--- src/rtl/adc_line_reader.sv ---
// adc_line_reader: read side of the AD9826 line RAM.
// After the capture engine signals line completion, reads PIX_NUM/2 words
// starting at the latched base address, buffers them, and streams each word
// out as two 16-bit pixels (upper half first) on a valid/ready interface.
// Optional macro ADC_READER_BYTE_SWAP_EN swaps the bytes of every output pixel.
module adc_line_reader #(
  parameter int PIX_NUM   = 512,
  parameter int BUF_DEPTH = 2
) (
  input  logic        clk,
  input  logic        rst_n,
  input  logic        line_done_in,
  input  logic [31:0] base_addr_in,
  output logic [31:0] ram_addr_o,
  output logic        ram_rd_o,
  input  logic [31:0] ram_data_in,
  output logic [15:0] pix_data_o,
  output logic        pix_valid_o,
  input  logic        pix_ready_in,
  output logic        pix_last_o,
  output logic        busy_o,
  output logic        line_sent_o,
  output logic        overrun_o
);

  localparam int WORDS = PIX_NUM / 2;
  localparam int WCW   = $clog2(WORDS + 1);
  localparam int PCW   = (PIX_NUM > 2) ? $clog2(PIX_NUM) : 1;
  localparam int PW    = $clog2(BUF_DEPTH);
  localparam int CW    = $clog2(BUF_DEPTH + 1);
  localparam logic [PCW-1:0] LAST_IDX = PCW'(PIX_NUM - 1);
  localparam logic [PW-1:0]  PTR_MAX  = PW'(BUF_DEPTH - 1);

  typedef enum logic [1:0] {
    ST_IDLE = 2'd0,
    ST_RUN  = 2'd1,
    ST_DONE = 2'd2
  } state_t;

  state_t          state_r;
  state_t          state_nx_s;
  logic [31:0]     base_r;
  logic [WCW-1:0]  words_issued_r;
  logic [PCW-1:0]  pix_cnt_r;
  logic [31:0]     mem_r [BUF_DEPTH];
  logic [PW-1:0]   wr_ptr_r;
  logic [PW-1:0]   rd_ptr_r;
  logic [CW-1:0]   count_r;
  logic            inflight_r;
  logic            half_r;
  logic            busy_r;
  logic            line_sent_r;
  logic            overrun_r;

  logic            start_s;
  logic            rd_s;
  logic            valid_s;
  logic            hs_s;
  logic            pop_s;
  logic            last_s;
  logic            last_hs_s;
  logic [15:0]     pix_raw_s;

  // Circular buffer pointer advance that also handles non power-of-two depths.
  function automatic logic [PW-1:0] ptr_inc(input logic [PW-1:0] p);
    if (p == PTR_MAX) begin
      return PW'(0);
    end else begin
      return p + PW'(1);
    end
  endfunction

  // State register.
  always_ff @(posedge clk or negedge rst_n) begin
    if (!rst_n) begin
      state_r <= ST_IDLE;
    end else begin
      state_r <= state_nx_s;
    end
  end

  // Next-state logic: a line runs until its final pixel handshakes.
  always_comb begin
    state_nx_s = state_r;
    case (state_r)
      ST_IDLE: begin
        if (line_done_in) begin
          state_nx_s = ST_RUN;
        end else begin
          state_nx_s = ST_IDLE;
        end
      end
      ST_RUN: begin
        if (last_hs_s) begin
          state_nx_s = ST_DONE;
        end else begin
          state_nx_s = ST_RUN;
        end
      end
      ST_DONE: state_nx_s = ST_IDLE;
      default: state_nx_s = ST_IDLE;
    endcase
  end

  // Output/control decode: read issue, handshake and unpack selection.
  always_comb begin
    start_s   = (state_r == ST_IDLE) && line_done_in;
    valid_s   = (count_r != CW'(0));
    hs_s      = valid_s && pix_ready_in;
    pop_s     = hs_s && half_r;
    last_s    = valid_s && (pix_cnt_r == LAST_IDX);
    last_hs_s = hs_s && (pix_cnt_r == LAST_IDX);
    // Reads in flight are counted against the buffer so a stalled consumer
    // can never cause an overflow.
    rd_s      = (state_r == ST_RUN) &&
                (32'(words_issued_r) < 32'(WORDS)) &&
                ((32'(count_r) + 32'(inflight_r)) < 32'(BUF_DEPTH));
    if (half_r) begin
      pix_raw_s = mem_r[rd_ptr_r][15:0];
    end else begin
      pix_raw_s = mem_r[rd_ptr_r][31:16];
    end
  end

  // Word buffer: capture returning read data, pop on lower-half handshake.
  always_ff @(posedge clk or negedge rst_n) begin
    if (!rst_n) begin
      for (int i = 0; i < BUF_DEPTH; i++) begin
        mem_r[i] <= 32'd0;
      end
      wr_ptr_r   <= PW'(0);
      rd_ptr_r   <= PW'(0);
      count_r    <= CW'(0);
      inflight_r <= 1'b0;
      half_r     <= 1'b0;
    end else if (start_s) begin
      wr_ptr_r   <= PW'(0);
      rd_ptr_r   <= PW'(0);
      count_r    <= CW'(0);
      inflight_r <= 1'b0;
      half_r     <= 1'b0;
    end else begin
      inflight_r <= rd_s;
      if (inflight_r) begin
        mem_r[wr_ptr_r] <= ram_data_in;
        wr_ptr_r        <= ptr_inc(wr_ptr_r);
      end
      if (hs_s) begin
        half_r <= ~half_r;
      end
      if (pop_s) begin
        rd_ptr_r <= ptr_inc(rd_ptr_r);
      end
      case ({inflight_r, pop_s})
        2'b10:   count_r <= count_r + CW'(1);
        2'b01:   count_r <= count_r - CW'(1);
        default: count_r <= count_r;
      endcase
    end
  end

  // Line bookkeeping: base latch, word-issue and pixel counters.
  always_ff @(posedge clk or negedge rst_n) begin
    if (!rst_n) begin
      base_r         <= 32'd0;
      words_issued_r <= WCW'(0);
      pix_cnt_r      <= PCW'(0);
    end else if (start_s) begin
      base_r         <= base_addr_in;
      words_issued_r <= WCW'(0);
      pix_cnt_r      <= PCW'(0);
    end else begin
      if (rd_s) begin
        words_issued_r <= words_issued_r + WCW'(1);
      end
      if (hs_s) begin
        pix_cnt_r <= pix_cnt_r + PCW'(1);
      end
    end
  end

  // Registered status flags; overrun is sticky until reset.
  always_ff @(posedge clk or negedge rst_n) begin
    if (!rst_n) begin
      busy_r      <= 1'b0;
      line_sent_r <= 1'b0;
      overrun_r   <= 1'b0;
    end else begin
      busy_r      <= (state_nx_s == ST_RUN);
      line_sent_r <= (state_nx_s == ST_DONE);
      if (line_done_in && (state_r != ST_IDLE)) begin
        overrun_r <= 1'b1;
      end
    end
  end

  // Address wraps naturally modulo 2^32.
  assign ram_addr_o  = base_r + 32'({words_issued_r, 2'b00});
  assign ram_rd_o    = rd_s;
  assign pix_valid_o = valid_s;
  assign pix_last_o  = last_s;
  assign busy_o      = busy_r;
  assign line_sent_o = line_sent_r;
  assign overrun_o   = overrun_r;

`ifdef ADC_READER_BYTE_SWAP_EN
  assign pix_data_o = {pix_raw_s[7:0], pix_raw_s[15:8]};
`else
  assign pix_data_o = pix_raw_s;
`endif

endmodule

--- config.mk ---
export PLATFORM = sky130hd
export DESIGN_NAME = adc_line_reader
export DESIGN_NICKNAME = d
export VERILOG_FILES = /design/src/rtl/adc_line_reader.sv
export SDC_FILE = /design/constraint.sdc
export NUM_CORES = 1
export LEC_CHECK = 0
export ABC_CLOCK_PERIOD_IN_PS = 2550
export BUFFER_PORTS_ARGS = -buffer_cell sky130_fd_sc_hd__buf_2
export CORE_UTILIZATION = 45
export CTS_BUF_LIST = sky130_fd_sc_hd__clkbuf_8
export DETAILED_ROUTE_END_ITERATION = 7
export GPL_TIMING_DRIVEN = 1
export PLACE_DENSITY = 0.77
export SLEW_MARGIN = 20
export SYNTH_ARGS = -nofsm -noshare
export SYNTH_HDL_FRONTEND = slang
export SYNTH_SLANG_ARGS = --single-unit
--- constraint.sdc ---
create_clock -name clk -period 2.55 [get_ports clk]
set_clock_uncertainty 0.05 [all_clocks]
set_input_delay 0.255 -clock clk [delete_from_list [all_inputs] [get_ports clk]]
set_output_delay 0.255 -clock clk [all_outputs]
set_load 0.03 [all_outputs]
==> results of run 1 <==
-- sequential cells by signal, indices dropped and copies added, names as in the netlist --
signal	count
base_r	32
busy_o	1
count_r	2
half_r	1
inflight_r	1
line_sent_o	1
mem_r	64
overrun_o	1
pix_cnt_r	9
rd_ptr_r	1
state_r	2
words_issued_r	9
wr_ptr_r	1
-- path summary, 6_finish.rpt --
path	start	endpoint	depth (start not counted)
worst min-delay path	ram_data_in[27]	mem_r[59]	2
worst min register to register	overrun_o	overrun_o	1
worst max-delay path	words_issued_r[0]	ram_addr_o[16]	10
min in group asynchronous	rst_n	base_r[31]	3
worst max register to register	inflight_r	words_issued_r[4]	6
max in group asynchronous	rst_n	words_issued_r[6]	3
-- layout make-up --
cell class / instances / area, sq um
Timing Repair Buffer: 220 / 1640
Antenna cell: 1 / 2.50
Multi-Input combinational cell: 392 / 3340
Clock inverter: 8 / 120
Inverter: 12 / 45.0
Sequential cell: 125 / 3130
Clock buffer: 19 / 262
Fill cell: 945 / 4580
Tap cell: 176 / 220
-- cell usage after synthesis, types with 4 or more instances --
library cell    n  area, sq um
buf_2          12         60.1
or2_2           4         25.0
nor2_1         27          101
dfrtp_1       125         3130
mux4_2         16          360
nand4_1         7         43.8
mux2_2         64          721
nand2_1       119          447
nor3_1          5         25.0
a211oi_1       11         82.6
o21ai_0        13         65.1
a2111oi_2       4         60.1
xor2_1         25          219
clkbuf_1       11         41.3
nand3_1        12         60.1
xnor2_1        17          149
ha_1           12          150
inv_1          11         41.3
a21oi_1        19         95.1
-- worst max-delay path: stages (launching register included) --
cell       delay [ns]
dfrtp_1          0.36
ha_2             0.19
inv_2            0.04
fa_2             0.33
nor2b_1          0.13
o21a_2           0.19
buf_4            0.15
o2111ai_4        0.18
a21oi_2          0.22
xor2_1           0.40
buf_4            0.25
-- power breakdown --
part	internal, mW	switching, mW
combinational	1.90	2.09
sequential	2.67	0.434
clock	0.985	0.735
total	5.55	3.26
-- stage by stage --
step / setup WS [ns] / cell area, sq um / hold slack (ns)
2_1_floorplan: -0.0258 / 6280 / -0.0906
3_3_place_gp: -0.0642 / 7160 / 0.353
3_5_place_dp: -0.114 / 7160 / 0.361
4_1_cts: -0.502 / 8490 / 0.00127
5_1_grt: -0.777 / 8760 / 0.00137
6_report: -0.635 / 8770 / 0.0255
-- kinds of logic (layout without fill, tap and decap cells) --
group,after synthesis,count (layout)
AND/OR/NAND/NOR,193,194
flip-flops,125,125
multiplexers,80,80
AO/OA/AOI/OAI,61,63
XOR/XNOR,42,42
buffers and inverters,40,259
adder cells (fa/ha/maj),13,13
other,0,1
-- per-layer routing --
layer	up-vias	global-route usage, %
met3	45	6.51
met2	252	39.9
met4	0	8.91
met5	-	0
li1	2352	-
met1	2574	26.1
-- repair_timing --
item	in CTS	in global routing
hold buffers	62	0
pin swaps	22	34
cloned	2	1
setup endpoints to repair	25	25
buffers inserted	6	13
gates resized for setup	58	40
endpoints found under the hold margin	210	0
==> flow_summary.toml, run 1 <==
[outcome]
status = "finished, violations left"
violations = "setup timing"

[clocking]
clockBufferDepth = 2
cts_buffers = 17
cts-root-buf = "clkbuf_8"
cts.sinks = 125
clkTransAtPathRegs_ns = 0.07
h-tree-depth = 4
cts_tree = "done"
worstSkewPairLatency_ns = 0.43

[die]
fp.dieH_um = 120
initial_utilization_pct = 46.6
rows = 42
fp.coreArea_sq_um = 13300
io_pins = 122
dieArea_sq_um = 14300
die-width_um = 120

[grt]
grt_max_degree = 126
grt_usage_pct = 22.7
antenna_found_initial = 1
grt_pass1_vias = 5322
grt-ovfl-total = 0
grt_pass1_wl_mm = 25.4

[yosys]
synth_compound_area_share_pct = 7.23
synth_area_sq_um = 6230
synth_top_family_by_area = "multiplexers"
synth.distinct_cells = 46
ys_warn_count = 0
syn_nets = 635
postSynthAreaPerCell_sq_um = 11.2
synth_fa_ha_area_share_pct = 2.73
yosysSeqAreaShare_pct = 50.2
synth_edf_count = 0
synth_flop_cell = "dfrtp_1"
async_flop_share_pct = 100
synth-xor-area-share_pct = 5.91
netlist_instances = 554
synth_mux_area_share_pct = 17.4
synth_seq_cells = 125
synth_simple_gate_area_share_pct = 13.7

[final_layout]
drive_gt1_share_pct = 43.7
final_nets = 849
final_cell_mix = "122 x dfrtp_1, 114 x nand2_1, 97 x buf_2"
layoutNonFillerInstCount = 953
final_util_pct = 65.7
layout_commonest_cell = "dfrtp_1"
syn_to_final_growth_pct = 40.8

[critical_path]
critPathKind = "flip-flop to output pin"
crit_path_start_kind = "flip-flop"
r2r_slack_ns = 0.59
end_kind = "output pin"
crit_arrival_ns = 2.88
crit_required_ns = 2.25
path_max_fanout = 5

[sta]
finalMaxSlewViolations = 0
max_slew.worst_pin.slew_ns = 0.736
setup-tns-final_ns = -7.71
slew_headroom_pct = 50.9
hold_viol = 0
finalSetupViolCount = 24
min_period_ns = 3.19
fin_crit_sh_pct = 125
fmax_mhz = 314
setup_ws_ns = -0.635
rsz0062_at_grt = "yes"

[drt]
drt-total-wl_mm = 17.0
wl_met3_mm = 1.23
vias = 5223
route.detailed.drc = 0
viasPerCell = 5.48
final_antenna_net_count = 0
met2WireLength_mm = 8.70
firstDrtPassIters = 5
top_layer_used = "met4"
drt_iter0_markers = 425
wl_per_cell_um = 17.8
drt-met1-wl_mm = 6.52

[placed_design]
gp_congestion = 0.911
placement.io_buffers = 121
dpl.hpwl_mm = 9.32
dp_cells = 843

[power]
power.density_nw_per_um2 = 1010
irDropWorstVdd_uv = 933
p_leak_nw = 3.98
design_power_total_mw = 8.81

[job]
max_cap_violations = 0

[hold_path]
holdCritPathClass = "primary input to flip-flop"
No activity file was read; power rests on OpenSTA's default activity.
==> run 2, diff against run 1 <==
ABC_CLOCK_PERIOD_IN_PS = 4070   (was 2550)
clock period = 4.07 ns   (was 2.55 ns; I/O delays follow)
==> run 2 against run 1 <==
  * The run now ends clean
  * Final area down 15%
  * Clock power is 30% lower
  * Register-to-register slack better by 1.1 ns
  * Hold slack got worse by 0.014 ns
  * Clock-buffer cell count fell by 1
  * Non-clock buffer count shrank 95
  * Die area did not move
  * Worst setup slack improved by 1.3 ns
  * Critical endpoint is now ram_addr_o[26]
  * Largest power group unchanged
  * Combinational power fell by 48%
  * Critical path type unchanged
  * Highest routed layer unchanged
==> flow_summary.toml, run 2 (same netlist as run 1, synthesis figures left out) <==
[clocking]
cts.sinks = 125
clockBufferDepth = 2
post-cts-setup-buffer-count = 0
clkTransAtPathRegs_ns = 0.07
h-tree-depth = 4
worstSkewPairLatency_ns = 0.44
hold_buffers = 0
cts_resized = 0
cts_buffers = 17
cts_tree = "done"
cts-root-buf = "clkbuf_8"

[power]
p_comb_share_pct = 39.0
clkPwrFrac_pct = 22.6
p_sw_mw = 1.97
switching_share_pct = 37.2
seqPwrFrac_pct = 38.3
power.density_nw_per_um2 = 716
p_leak_nw = 3.55
internal-power_mw = 3.33
irDropWorstVdd_uv = 460

[critical_path]
path_buf_inv = 2
cp-endpoint = "ram_addr_o[26]"
crit_path_start = "words_issued_r[0]"
worst-path-stages = 9
r2r_start = "state_r[0]"
end_kind = "output pin"
path_cells = "ha_1 -> inv_1 -> fa_1 -> nor2b_1 -> o21a_1 -> o2111ai_4 -> a2111oi_2 -> xor2_1 -> buf_2"
crit_family = "compound AO/OA/AOI/OAI gates"
crit_path_start_kind = "flip-flop"
reg2reg_to = "mem_r[24]"
rr_worst_depth = 5
critPathKind = "flip-flop to output pin"
r2r_slack_ns = 1.71
crit_path_top_delay_cell = "dfrtp_1"
cpPeakStageDelay_ns = 0.44
path_max_fanout = 10
crit_required_ns = 3.61
crit_arrival_ns = 2.94

[grt]
use_met3_pct = 3.80
grt_use_met2_pct = 35.3
grt_usage_pct = 20.8
met1_usage_pct = 25.7
grt_pass1_vias = 4760
grt_pass1_wl_mm = 23.3
grt_max_degree = 69
grt-ovfl-total = 0
gr-max-usage-layer = "met2"
antenna_found_initial = 0

[sta]
fin_crit_sh_pct = 83.5
setup-tns-final_ns = 0
whs_ns = 0.0120
slew_headroom_pct = 35.3
finalMaxSlewViolations = 0
finalSetupViolCount = 0
hold_viol = 0
max_slew.worst_pin.slew_ns = 0.970
min_period_ns = 3.40
rsz0062_at_grt = "no"
fmax_mhz = 294

[outcome]
status = "completed"

[placed_design]
gp_congestion = 0.898
placement.io_buffers = 121
dp_cells = 827
dpl.hpwl_mm = 9.78

[final_layout]
largest_reg_flops = 64
final_cell_mix = "124 x dfrtp_1, 120 x buf_2, 119 x nand2_1"
layout_commonest_cell = "dfrtp_1"
top_register = "mem_r"
diodes = 0
drive_gt1_share_pct = 37.5
nFillCells = 1143
syn_to_final_growth_pct = 19.0
top_regs = "mem_r x64, base_r x32"
layoutNonFillerInstCount = 859
final_nets = 751

[hold_path]
holdCritPathClass = "primary input to asynchronous set/reset pin"

[drt]
drt-total-wl_mm = 13.8
vias = 4617
viasPerCell = 5.37
wl_per_cell_um = 16.1
route.detailed.drc = 0
firstDrtPassIters = 5
final_antenna_net_count = 0
drt_iter0_markers = 366

[die]
fp.coreArea_sq_um = 13300
rows = 42
die-width_um = 120
initial_utilization_pct = 46.6
io_pins = 122
dieArea_sq_um = 14300
fp.dieH_um = 120

[job]
max_cap_violations = 0
[run 2: routing by layer]
layer	vias up	wire length, um	share of wire (%)
met3	32	575	4.2
li1	2148	-	-
met2	130	7180	52
met4	0	332	2.4
met5	-	0	0
met1	2307	5740	42
[run 2: area by class of cell]
type	instances	area, sq um	share of cell area (%)
tap	176	220	2.97
inverter	12	45.0	0.608
sequential	125	3130	42.2
multi-input combinational	389	2940	39.6
clock inverter	14	193	2.60
clock buffer	18	248	3.34
timing repair buffer	125	638	8.61
[run 2: power groups by stage]
stage	Clock [mW]	Sequential, mW	Combinational, mW
after floorplan	0	1.86	1.72
after global placement	0	2.01	2.01
after detailed placement	0	2.06	2.08
after CTS	1.22	2.04	2.09
after global routing	1.28	2.09	2.22
final	1.20	2.03	2.07
[run 2: metrics by stage]
stage	util [%]	worst slack [ns]	cell area, sq um	power, mW
floorplan	-	1.24	6230	3.58
global route	55.5	0.443	7410	5.60
detailed placement	52.2	1.17	6970	4.14
CTS	55.5	0.659	7410	5.35
global placement	52.2	1.25	6970	4.03
finish	55.5	0.671	7410	5.30
[run 2: worst min path at each step]
| stage | start | end | slack, ns | depth (start not counted) |
|---|---|---|---|---|
| finish | rst_n | mem_r[20] | 0.01 | 1 |
| global route | rst_n | mem_r[20] | 0.07 | 1 |
| CTS | rst_n | mem_r[20] | 0.03 | 1 |
| detailed placement | overrun_o | overrun_o | 0.40 | 1 |
| global placement | overrun_o | overrun_o | 0.40 | 1 |
| floorplan | rst_n | base_r[0] | 0.06 | 0 |
[run 2: worst reg2reg max path, stage by stage (launching register included)]
cell	delay (ns)
dfrtp_1	0.41
nor2_1	0.08
nand2_1	0.10
buf_4	0.32
nand3_2	0.72
mux2_2	0.56
